<file path="config.mk">
export PLATFORM = sky130hd
export DESIGN_NAME = tile_map_ctrl_flat
export DESIGN_NICKNAME = d
export VERILOG_FILES = /design/src/rtl/tile_pkg.sv /design/src/rtl/tile_map_ctrl_if.sv /design/src/rtl/tile_lfsr16.sv /design/src/rtl/tile_map_ctrl.sv /design/src/flat_wrapper.sv
export SDC_FILE = /design/constraint.sdc
export NUM_CORES = 1
export LEC_CHECK = 0
export ABC_AREA = 1
export CORE_UTILIZATION = 35
export DETAILED_ROUTE_END_ITERATION = 8
export PLACE_DENSITY_LB_ADDON = 0.05
export SLEW_MARGIN = 25
export SYNTH_ARGS = -nofsm -noshare
export SYNTH_HDL_FRONTEND = slang
export SYNTH_HIERARCHICAL = 1
export SYNTH_SLANG_ARGS = --single-unit
export TNS_END_PERCENT = 10
</file>
<file path="constraint.sdc">
create_clock -name sysclk -period 3.4 [get_ports sysclk]
set_clock_uncertainty 0.05 [all_clocks]
set_input_delay 0.51 -clock sysclk [delete_from_list [all_inputs] [get_ports sysclk]]
set_output_delay 0.51 -clock sysclk [all_outputs]
set_load 0.005 [all_outputs]
</file>
<file path="src/rtl/tile_pkg.sv">
// Shared definitions for the 4x4 sliding-tile map controller.
// Latency: none (constants, types and pure combinational helpers).
// Backpressure: not applicable.
package tile_pkg;

   localparam int         GRID_DIM   = 4;
   localparam logic [1:0] GRID_MAX   = 2'(GRID_DIM - 1);
   localparam logic [3:0] BLANK_TILE = 4'd15;

   // Opcodes; the low two bits of the move opcodes double as the direction code.
   localparam logic [3:0] OP_NOP      = 4'd0;
   localparam logic [3:0] OP_CLEAR    = 4'd1;
   localparam logic [3:0] OP_SCRAMBLE = 4'd2;
   localparam logic [3:0] OP_UP       = 4'd4;
   localparam logic [3:0] OP_DOWN     = 4'd5;
   localparam logic [3:0] OP_LEFT     = 4'd6;
   localparam logic [3:0] OP_RIGHT    = 4'd7;

   typedef enum logic [2:0] {
      ST_IDLE,
      ST_CLEAR,
      ST_SCRAMBLE,
      ST_MOVE,
      ST_CHECK
   } state_t;

   typedef enum logic [1:0] {
      DIR_UP    = 2'b00,
      DIR_DOWN  = 2'b01,
      DIR_LEFT  = 2'b10,
      DIR_RIGHT = 2'b11
   } dir_t;

   typedef struct packed {
      logic       legal;
      logic [3:0] target;
   } nbr_t;

   function automatic logic is_valid_op(input logic [3:0] op);
      logic ok;
      case (op)
         OP_NOP:                             ok = 1'b0;
         OP_CLEAR, OP_SCRAMBLE:              ok = 1'b1;
         OP_UP, OP_DOWN, OP_LEFT, OP_RIGHT:  ok = 1'b1;
         default:                            ok = 1'b0;
      endcase
      return ok;
   endfunction

   // Neighbour of a {row,col} position in the given direction; legal=0 off-grid.
   function automatic nbr_t neighbour(input logic [3:0] pos, input dir_t dir);
      nbr_t       n;
      logic [1:0] row;
      logic [1:0] col;
      row      = pos[3:2];
      col      = pos[1:0];
      n.legal  = 1'b0;
      n.target = pos;
      case (dir)
         DIR_UP:    if (row != 2'd0)    begin n.legal = 1'b1; n.target = {row - 2'd1, col}; end
         DIR_DOWN:  if (row != GRID_MAX) begin n.legal = 1'b1; n.target = {row + 2'd1, col}; end
         DIR_LEFT:  if (col != 2'd0)    begin n.legal = 1'b1; n.target = {row, col - 2'd1}; end
         DIR_RIGHT: if (col != GRID_MAX) begin n.legal = 1'b1; n.target = {row, col + 2'd1}; end
         default:   n.legal = 1'b0;
      endcase
      return n;
   endfunction

endpackage

</file>
<file path="src/rtl/tile_map_ctrl_if.sv">
// Command/lookup/status bundle between the board/display side and tile_map_ctrl.
// Latency: none (wires only).
// Backpressure: none; busy tells the issuer that further set edges are dropped.
// Ports: instruction/set command, rd_pos lookup in; rd_src, blank_pos, busy,
//        solved, move_count out of the controller.
interface tile_map_ctrl_if;
   logic [3:0] instruction;
   logic       set;
   logic [3:0] rd_pos;
   logic [3:0] rd_src;
   logic [3:0] blank_pos;
   logic       busy;
   logic       solved;
   logic [9:0] move_count;

   modport master (
      output instruction, set, rd_pos,
      input  rd_src, blank_pos, busy, solved, move_count
   );

   modport slave (
      input  instruction, set, rd_pos,
      output rd_src, blank_pos, busy, solved, move_count
   );
endinterface

</file>
<file path="src/rtl/tile_lfsr16.sv">
// Free-running 16-bit Fibonacci LFSR (shift left, taps 15,13,12,10).
// Latency: advances every clock, including while the controller is idle.
// Backpressure: none.
// Ports: i_clk, i_rst (sync, active high, loads SEED), o_lfsr current state.
module tile_lfsr16 #(
   parameter logic [15:0] SEED = 16'hACE1
) (
   input  logic        i_clk,
   input  logic        i_rst,
   output logic [15:0] o_lfsr
);

   logic [15:0] r_lfsr;
   logic        w_fb;

   assign w_fb   = r_lfsr[15] ^ r_lfsr[13] ^ r_lfsr[12] ^ r_lfsr[10];
   assign o_lfsr = r_lfsr;

   always_ff @(posedge i_clk) begin
      if (i_rst) begin
         r_lfsr <= SEED;
      end else begin
         r_lfsr <= {r_lfsr[14:0], w_fb};
      end
   end

endmodule

</file>
<file path="src/rtl/tile_map_ctrl.sv">
// 4x4 sliding-tile permutation table with clear/scramble/move commands.
// Latency: rd_src 1 cycle; set edge to busy low: move 18, clear 33, scramble SCRAMBLE_MOVES+17.
// Backpressure: none; set edges arriving while busy are dropped, not queued.
// Ports: sysclk, reset (sync, active high), bus (slave side of tile_map_ctrl_if).
module tile_map_ctrl #(
   parameter int          SCRAMBLE_MOVES = 64,
   parameter logic [15:0] LFSR_SEED      = 16'hACE1
) (
   input  logic            sysclk,
   input  logic            reset,
   tile_map_ctrl_if.slave  bus
);
   import tile_pkg::*;

   logic [3:0]  r_map [16];
   logic [3:0]  r_blank;
   logic [3:0]  r_rd_src;
   logic        r_busy;
   logic        r_solved;
   logic [9:0]  r_move_cnt;
   logic        r_set_q;
   state_t      r_state;
   logic [9:0]  r_cnt;
   dir_t        r_dir;
   logic        r_acc;

   state_t      w_next_state;
   logic        w_edge;
   logic        w_accept;
   dir_t        w_dir_sel;
   nbr_t        w_nbr;
   logic        w_last16;
   logic        w_scr_last;
   logic        w_chk_ok;
   logic        w_acc_in;
   logic [15:0] w_lfsr;
   logic        w_unused_lfsr;

   tile_lfsr16 #(.SEED(LFSR_SEED)) u_lfsr (
      .i_clk  (sysclk),
      .i_rst  (reset),
      .o_lfsr (w_lfsr)
   );

   assign w_unused_lfsr = ^w_lfsr[15:2];

   assign bus.rd_src     = r_rd_src;
   assign bus.blank_pos  = r_blank;
   assign bus.busy       = r_busy;
   assign bus.solved     = r_solved;
   assign bus.move_count = r_move_cnt;

   always_comb begin
      w_edge = bus.set & ~r_set_q;
      // r_busy trails the state by one cycle, so it also guards the cycle
      // right after CHECK returns to IDLE.
      w_accept   = w_edge && (r_state == ST_IDLE) && !r_busy && is_valid_op(bus.instruction);
      // Scramble draws its direction from the LFSR; a user move uses the latched one.
      w_dir_sel  = (r_state == ST_SCRAMBLE) ? dir_t'(w_lfsr[1:0]) : r_dir;
      w_nbr      = neighbour(r_blank, w_dir_sel);
      w_last16   = (r_cnt[3:0] == 4'd15);
      w_scr_last = (r_cnt == 10'(SCRAMBLE_MOVES - 1));
      w_chk_ok   = (r_map[r_cnt[3:0]] == r_cnt[3:0]);
      w_acc_in   = (r_cnt == 10'd0) ? 1'b1 : r_acc;

      w_next_state = r_state;
      case (r_state)
         ST_IDLE: begin
            if (w_accept) begin
               case (bus.instruction)
                  OP_CLEAR:    w_next_state = ST_CLEAR;
                  OP_SCRAMBLE: w_next_state = ST_SCRAMBLE;
                  default:     w_next_state = ST_MOVE;
               endcase
            end
         end
         ST_CLEAR:    if (w_last16)   w_next_state = ST_CHECK;
         ST_SCRAMBLE: if (w_scr_last) w_next_state = ST_CHECK;
         ST_MOVE:     w_next_state = ST_CHECK;
         ST_CHECK:    if (w_last16)   w_next_state = ST_IDLE;
         default:     w_next_state = ST_IDLE;
      endcase
   end

   always_ff @(posedge sysclk) begin
      if (reset) begin
         for (int i = 0; i < 16; i++) r_map[i] <= 4'(i);
         r_blank    <= BLANK_TILE;
         r_rd_src   <= 4'd0;
         r_busy     <= 1'b0;
         r_solved   <= 1'b1;
         r_move_cnt <= 10'd0;
         r_set_q    <= 1'b0;
         r_state    <= ST_IDLE;
         r_cnt      <= 10'd0;
         r_dir      <= DIR_UP;
         r_acc      <= 1'b1;
      end else begin
         r_set_q  <= bus.set;
         r_state  <= w_next_state;
         r_busy   <= (r_state != ST_IDLE);
         // Reads the pre-swap contents when a swap lands in the same cycle.
         r_rd_src <= r_map[bus.rd_pos];

         // Per-state cycle index restarts on every state change.
         if (w_next_state != r_state) begin
            r_cnt <= 10'd0;
         end else if (r_state != ST_IDLE) begin
            r_cnt <= r_cnt + 10'd1;
         end

         if (w_accept) r_dir <= dir_t'(bus.instruction[1:0]);

         case (r_state)
            ST_CLEAR: begin
               r_map[r_cnt[3:0]] <= r_cnt[3:0];
               if (w_last16) begin
                  r_blank    <= BLANK_TILE;
                  r_move_cnt <= 10'd0;
               end
            end
            ST_SCRAMBLE: begin
               if (w_nbr.legal) begin
                  r_map[r_blank]      <= r_map[w_nbr.target];
                  r_map[w_nbr.target] <= r_map[r_blank];
                  r_blank             <= w_nbr.target;
               end
               if (w_scr_last) r_move_cnt <= 10'd0;
            end
            ST_MOVE: begin
               if (w_nbr.legal) begin
                  r_map[r_blank]      <= r_map[w_nbr.target];
                  r_map[w_nbr.target] <= r_map[r_blank];
                  r_blank             <= w_nbr.target;
                  if (r_move_cnt != 10'h3FF) r_move_cnt <= r_move_cnt + 10'd1;
               end
            end
            ST_CHECK: begin
               r_acc <= w_acc_in & w_chk_ok;
               if (w_last16) r_solved <= w_acc_in & w_chk_ok;
            end
            default: ;
         endcase
      end
   end

endmodule

</file>
<file path="src/flat_wrapper.sv">
// flat-port wrapper written by rule: the top's interface ports become plain ports
module tile_map_ctrl_flat import tile_pkg::*;
#(
   parameter int          SCRAMBLE_MOVES = 64,
   parameter logic [15:0] LFSR_SEED      = 16'hACE1
)
  (sysclk, reset, bus_instruction, bus_set, bus_rd_pos, bus_rd_src, bus_blank_pos, bus_busy, bus_solved, bus_move_count);
  tile_map_ctrl_if bus_i ();
  input  logic sysclk;
  input  logic reset;
  input wire logic [$bits(bus_i.instruction)-1:0] bus_instruction;
  input wire logic [$bits(bus_i.set)-1:0] bus_set;
  input wire logic [$bits(bus_i.rd_pos)-1:0] bus_rd_pos;
  output wire logic [$bits(bus_i.rd_src)-1:0] bus_rd_src;
  output wire logic [$bits(bus_i.blank_pos)-1:0] bus_blank_pos;
  output wire logic [$bits(bus_i.busy)-1:0] bus_busy;
  output wire logic [$bits(bus_i.solved)-1:0] bus_solved;
  output wire logic [$bits(bus_i.move_count)-1:0] bus_move_count;
  assign bus_i.instruction = bus_instruction;
  assign bus_i.set = bus_set;
  assign bus_i.rd_pos = bus_rd_pos;
  assign bus_rd_src = bus_i.rd_src;
  assign bus_blank_pos = bus_i.blank_pos;
  assign bus_busy = bus_i.busy;
  assign bus_solved = bus_i.solved;
  assign bus_move_count = bus_i.move_count;
  tile_map_ctrl #(.SCRAMBLE_MOVES(SCRAMBLE_MOVES), .LFSR_SEED(LFSR_SEED)) u_core (.sysclk(sysclk), .reset(reset), .bus(bus_i));
endmodule
</file>
==> results.json <==
{
  "synth-seq-cells": 125,
  "cp.required_ps": 3470,
  "grt-ovfl-total": 0,
  "holdWs_ps": 353,
  "numCtsBuffers": 17,
  "antenna_found_initial": 0,
  "hpwlAfterDp_um": 22100,
  "cap_viol_max_count": 0,
  "drt-total-wl_um": 29300,
  "arrival_ps": 3220,
  "cts_setup_buffers": 0,
  "areaGrowthSynthToFinish_pct": 14.7,
  "status": "completed",
  "clk_pin_slew_ps": 70,
  "antenna_left": 0,
  "syn-instance-count": 1297,
  "period_share": 0.927,
  "drc": 0,
  "drv_slew": 0,
  "hold_buffers": 0,
  "ctsHtreeMaxLevel": 4,
  "cts.path.max_buffers": 2,
  "cp-end-kind": "register",
  "final_cell_mix": "nand2_1 (414), inv_1 (145), nand3_1 (107)",
  "crit_path_start_kind": "register",
  "rsz0062_at_grt": "false",
  "drtPass1Iterations": 5,
  "crit_fanout": 18,
  "cts_tree": "built",
  "layout.cells.non_filler": 1651,
  "avgRoutedWirePerCell_um": 17.7,
  "drive_gt1_frac": 0.0856,
  "layout.nets": 1333,
  "syn_nets": 1311,
  "ioPinCount": 31,
  "clock-root-buffer": "clkbuf_16",
  "powerDensity_nw_per_um2": 524,
  "grtUsageTotal": 0.243,
  "grt_first_pass_wirelength_um": 45000,
  "rows": 56,
  "min_period_ps": 3150,
  "cts_resized": 0,
  "slew_headroom": 0.425,
  "setup-tns-final_ps": 0,
  "gp_congestion": 0.856,
  "crit_type": "register to register",
  "cp_common_cell": "nand2_1",
  "syn_area_um2": 8490,
  "grt_pass1_vias": 7697,
  "max_freq_mhz": 317,
  "final_hold_viol_count": 0,
  "die_h_um": 158,
  "portBuffers": 30,
  "initial_core_util": 0.359,
  "setup_viol": 0,
  "routed_via_density": 5.18,
  "vdd_drop_max_v": 0.000310,
  "die_w_um": 158,
  "crit_chain": "inv_1, nor2_4, nand3_1, nand2_1, o211ai_2, nand2_2, nand3_4, nand2_4, o21ai_1, inv_2, nand2_1, nor2_1, nor2_1, nand2_1",
  "drt_iter0_drc": 849,
  "yosysWarningCount": 6,
  "num_vias": 8555,
  "synth-seq-area-share": 0.370,
  "cp_slowest_cell": "dfxtp_1",
  "die-area_um2": 24900,
  "clock_latency_ps": 420,
  "final_common_cell": "nand2_1",
  "leakagePower_nw": 4.24,
  "avgSynthCellArea_um2": 6.54,
  "cts.sinks": 125,
  "dp.cells": 1619,
  "synth_edf_count": 64,
  "worst_slew_pin_slew_ps": 863,
  "core_area_um2": 23600,
  "slowest_delay_ps": 410,
  "ys.flop_type": "edfxtp_1",
  "grt_max_degree": 57,
  "ys_types": 42,
  "hp-class": "register to register",
  "synthArstFlopShare": 0,
  "antennaDiodeCount": 0
}
-- where the power goes --
part	leakage, nW	internal [W]	total (W)	switching, W
clock	0.290	0.00101	0.00181	0.000798
combinational	2.90	0.000469	0.00150	0.00104
sequential	1.05	0.00166	0.00179	0.000125
-- cell families after synthesis --
family	synth area share
AOI/OAI and AO/OA	0.179
xor gates and xnor gates	0.00929
adders and majority gates	0.00442
buffers and inverters	0.100
DFF	0.370
muxes	0.00236
and+or+nand+nor	0.335
-- layer usage --
metal  up-vias  global-route usage  share of wire
met5         -                   0              0
met4         0              0.0754          0.019
met3        33              0.0331          0.056
met2       280               0.350           0.42
met1      3942               0.369           0.51
li1       4300                   -              -
-- metrics by stage --
step,util,setup WS (ps),total power (W),area (µm²)
floorplan,-,930,0.00282,8490
global placement,0.388,300,0.00331,9150
detailed placement,0.388,258,0.00330,9150
CTS,0.412,247,0.00513,9740
global route,0.412,15.2,0.00539,9740
finish,0.412,248,0.00510,9740
-- registers in the layout, indices dropped and copies added (netlist names), named ones only --
name / count
u_core/r_state: 3
u_core/r_acc: 1
u_core/bus.rd_src: 4
u_core/bus.move_count: 10
u_core/bus.solved: 1
u_core/u_lfsr/o_lfsr: 16
u_core/r_cnt: 10
u_core/r_set_q: 1
u_core/r_map: 64
u_core/bus.busy: 1
u_core/r_dir: 2
u_core/bus.blank_pos: 4
-- cells in the mapped netlist, drive strengths merged (2+ instances only) --
cell type / number / area share
nor2: 115 / 0.056
xor2: 7 / 0.0072
o221ai: 7 / 0.0072
buf: 18 / 0.014
nand3b: 2 / 0.0018
nand3: 111 / 0.069
o21ai: 120 / 0.076
ha: 3 / 0.0044
dfxtp: 61 / 0.14
xnor2: 2 / 0.0021
edfxtp: 64 / 0.23
nor4: 3 / 0.0022
inv: 155 / 0.069
a21oi: 104 / 0.061
mux2i: 2 / 0.0024
nand4: 7 / 0.0052
or2: 7 / 0.0052
nand2: 423 / 0.19
nor3: 7 / 0.0041
clkbuf: 39 / 0.017
o211ai: 34 / 0.031
-- critical path: cells and delay by family, from the launching register on --
family | cells | cell delay, ps
flip-flops | 1 | 410
AND/OR/NAND/NOR | 10 | 1830
buffers and inverters | 2 | 210
AO/OA/AOI/OAI | 2 | 350
-- worst paths after layout --
check | cells past startpoint | endpoint | slack, ps | start
max | 14 | u_core/r_map[2][2]$_DFFE_PP_ | 250 | u_core/r_state[1]$_SDFF_PP0_
min | 1 | u_core/u_lfsr/o_lfsr[10]$_SDFF_PP1_ | 350 | u_core/u_lfsr/o_lfsr[9]$_SDFF_PP0_
max reg2reg | 14 | u_core/r_map[2][2]$_DFFE_PP_ | 250 | u_core/r_state[1]$_SDFF_PP0_
min reg2reg | 1 | u_core/u_lfsr/o_lfsr[10]$_SDFF_PP1_ | 350 | u_core/u_lfsr/o_lfsr[9]$_SDFF_PP0_
-- cell type report --
type	count	area, µm²
fillers	2536	13900
inverters	156	586
flip-flops and latches	125	3150
clock inverters	14	136
repair buffers	60	528
well taps	319	399
multi-input cells	959	4490
clock buffers	18	450
Power figures use the tool's default switching activity.
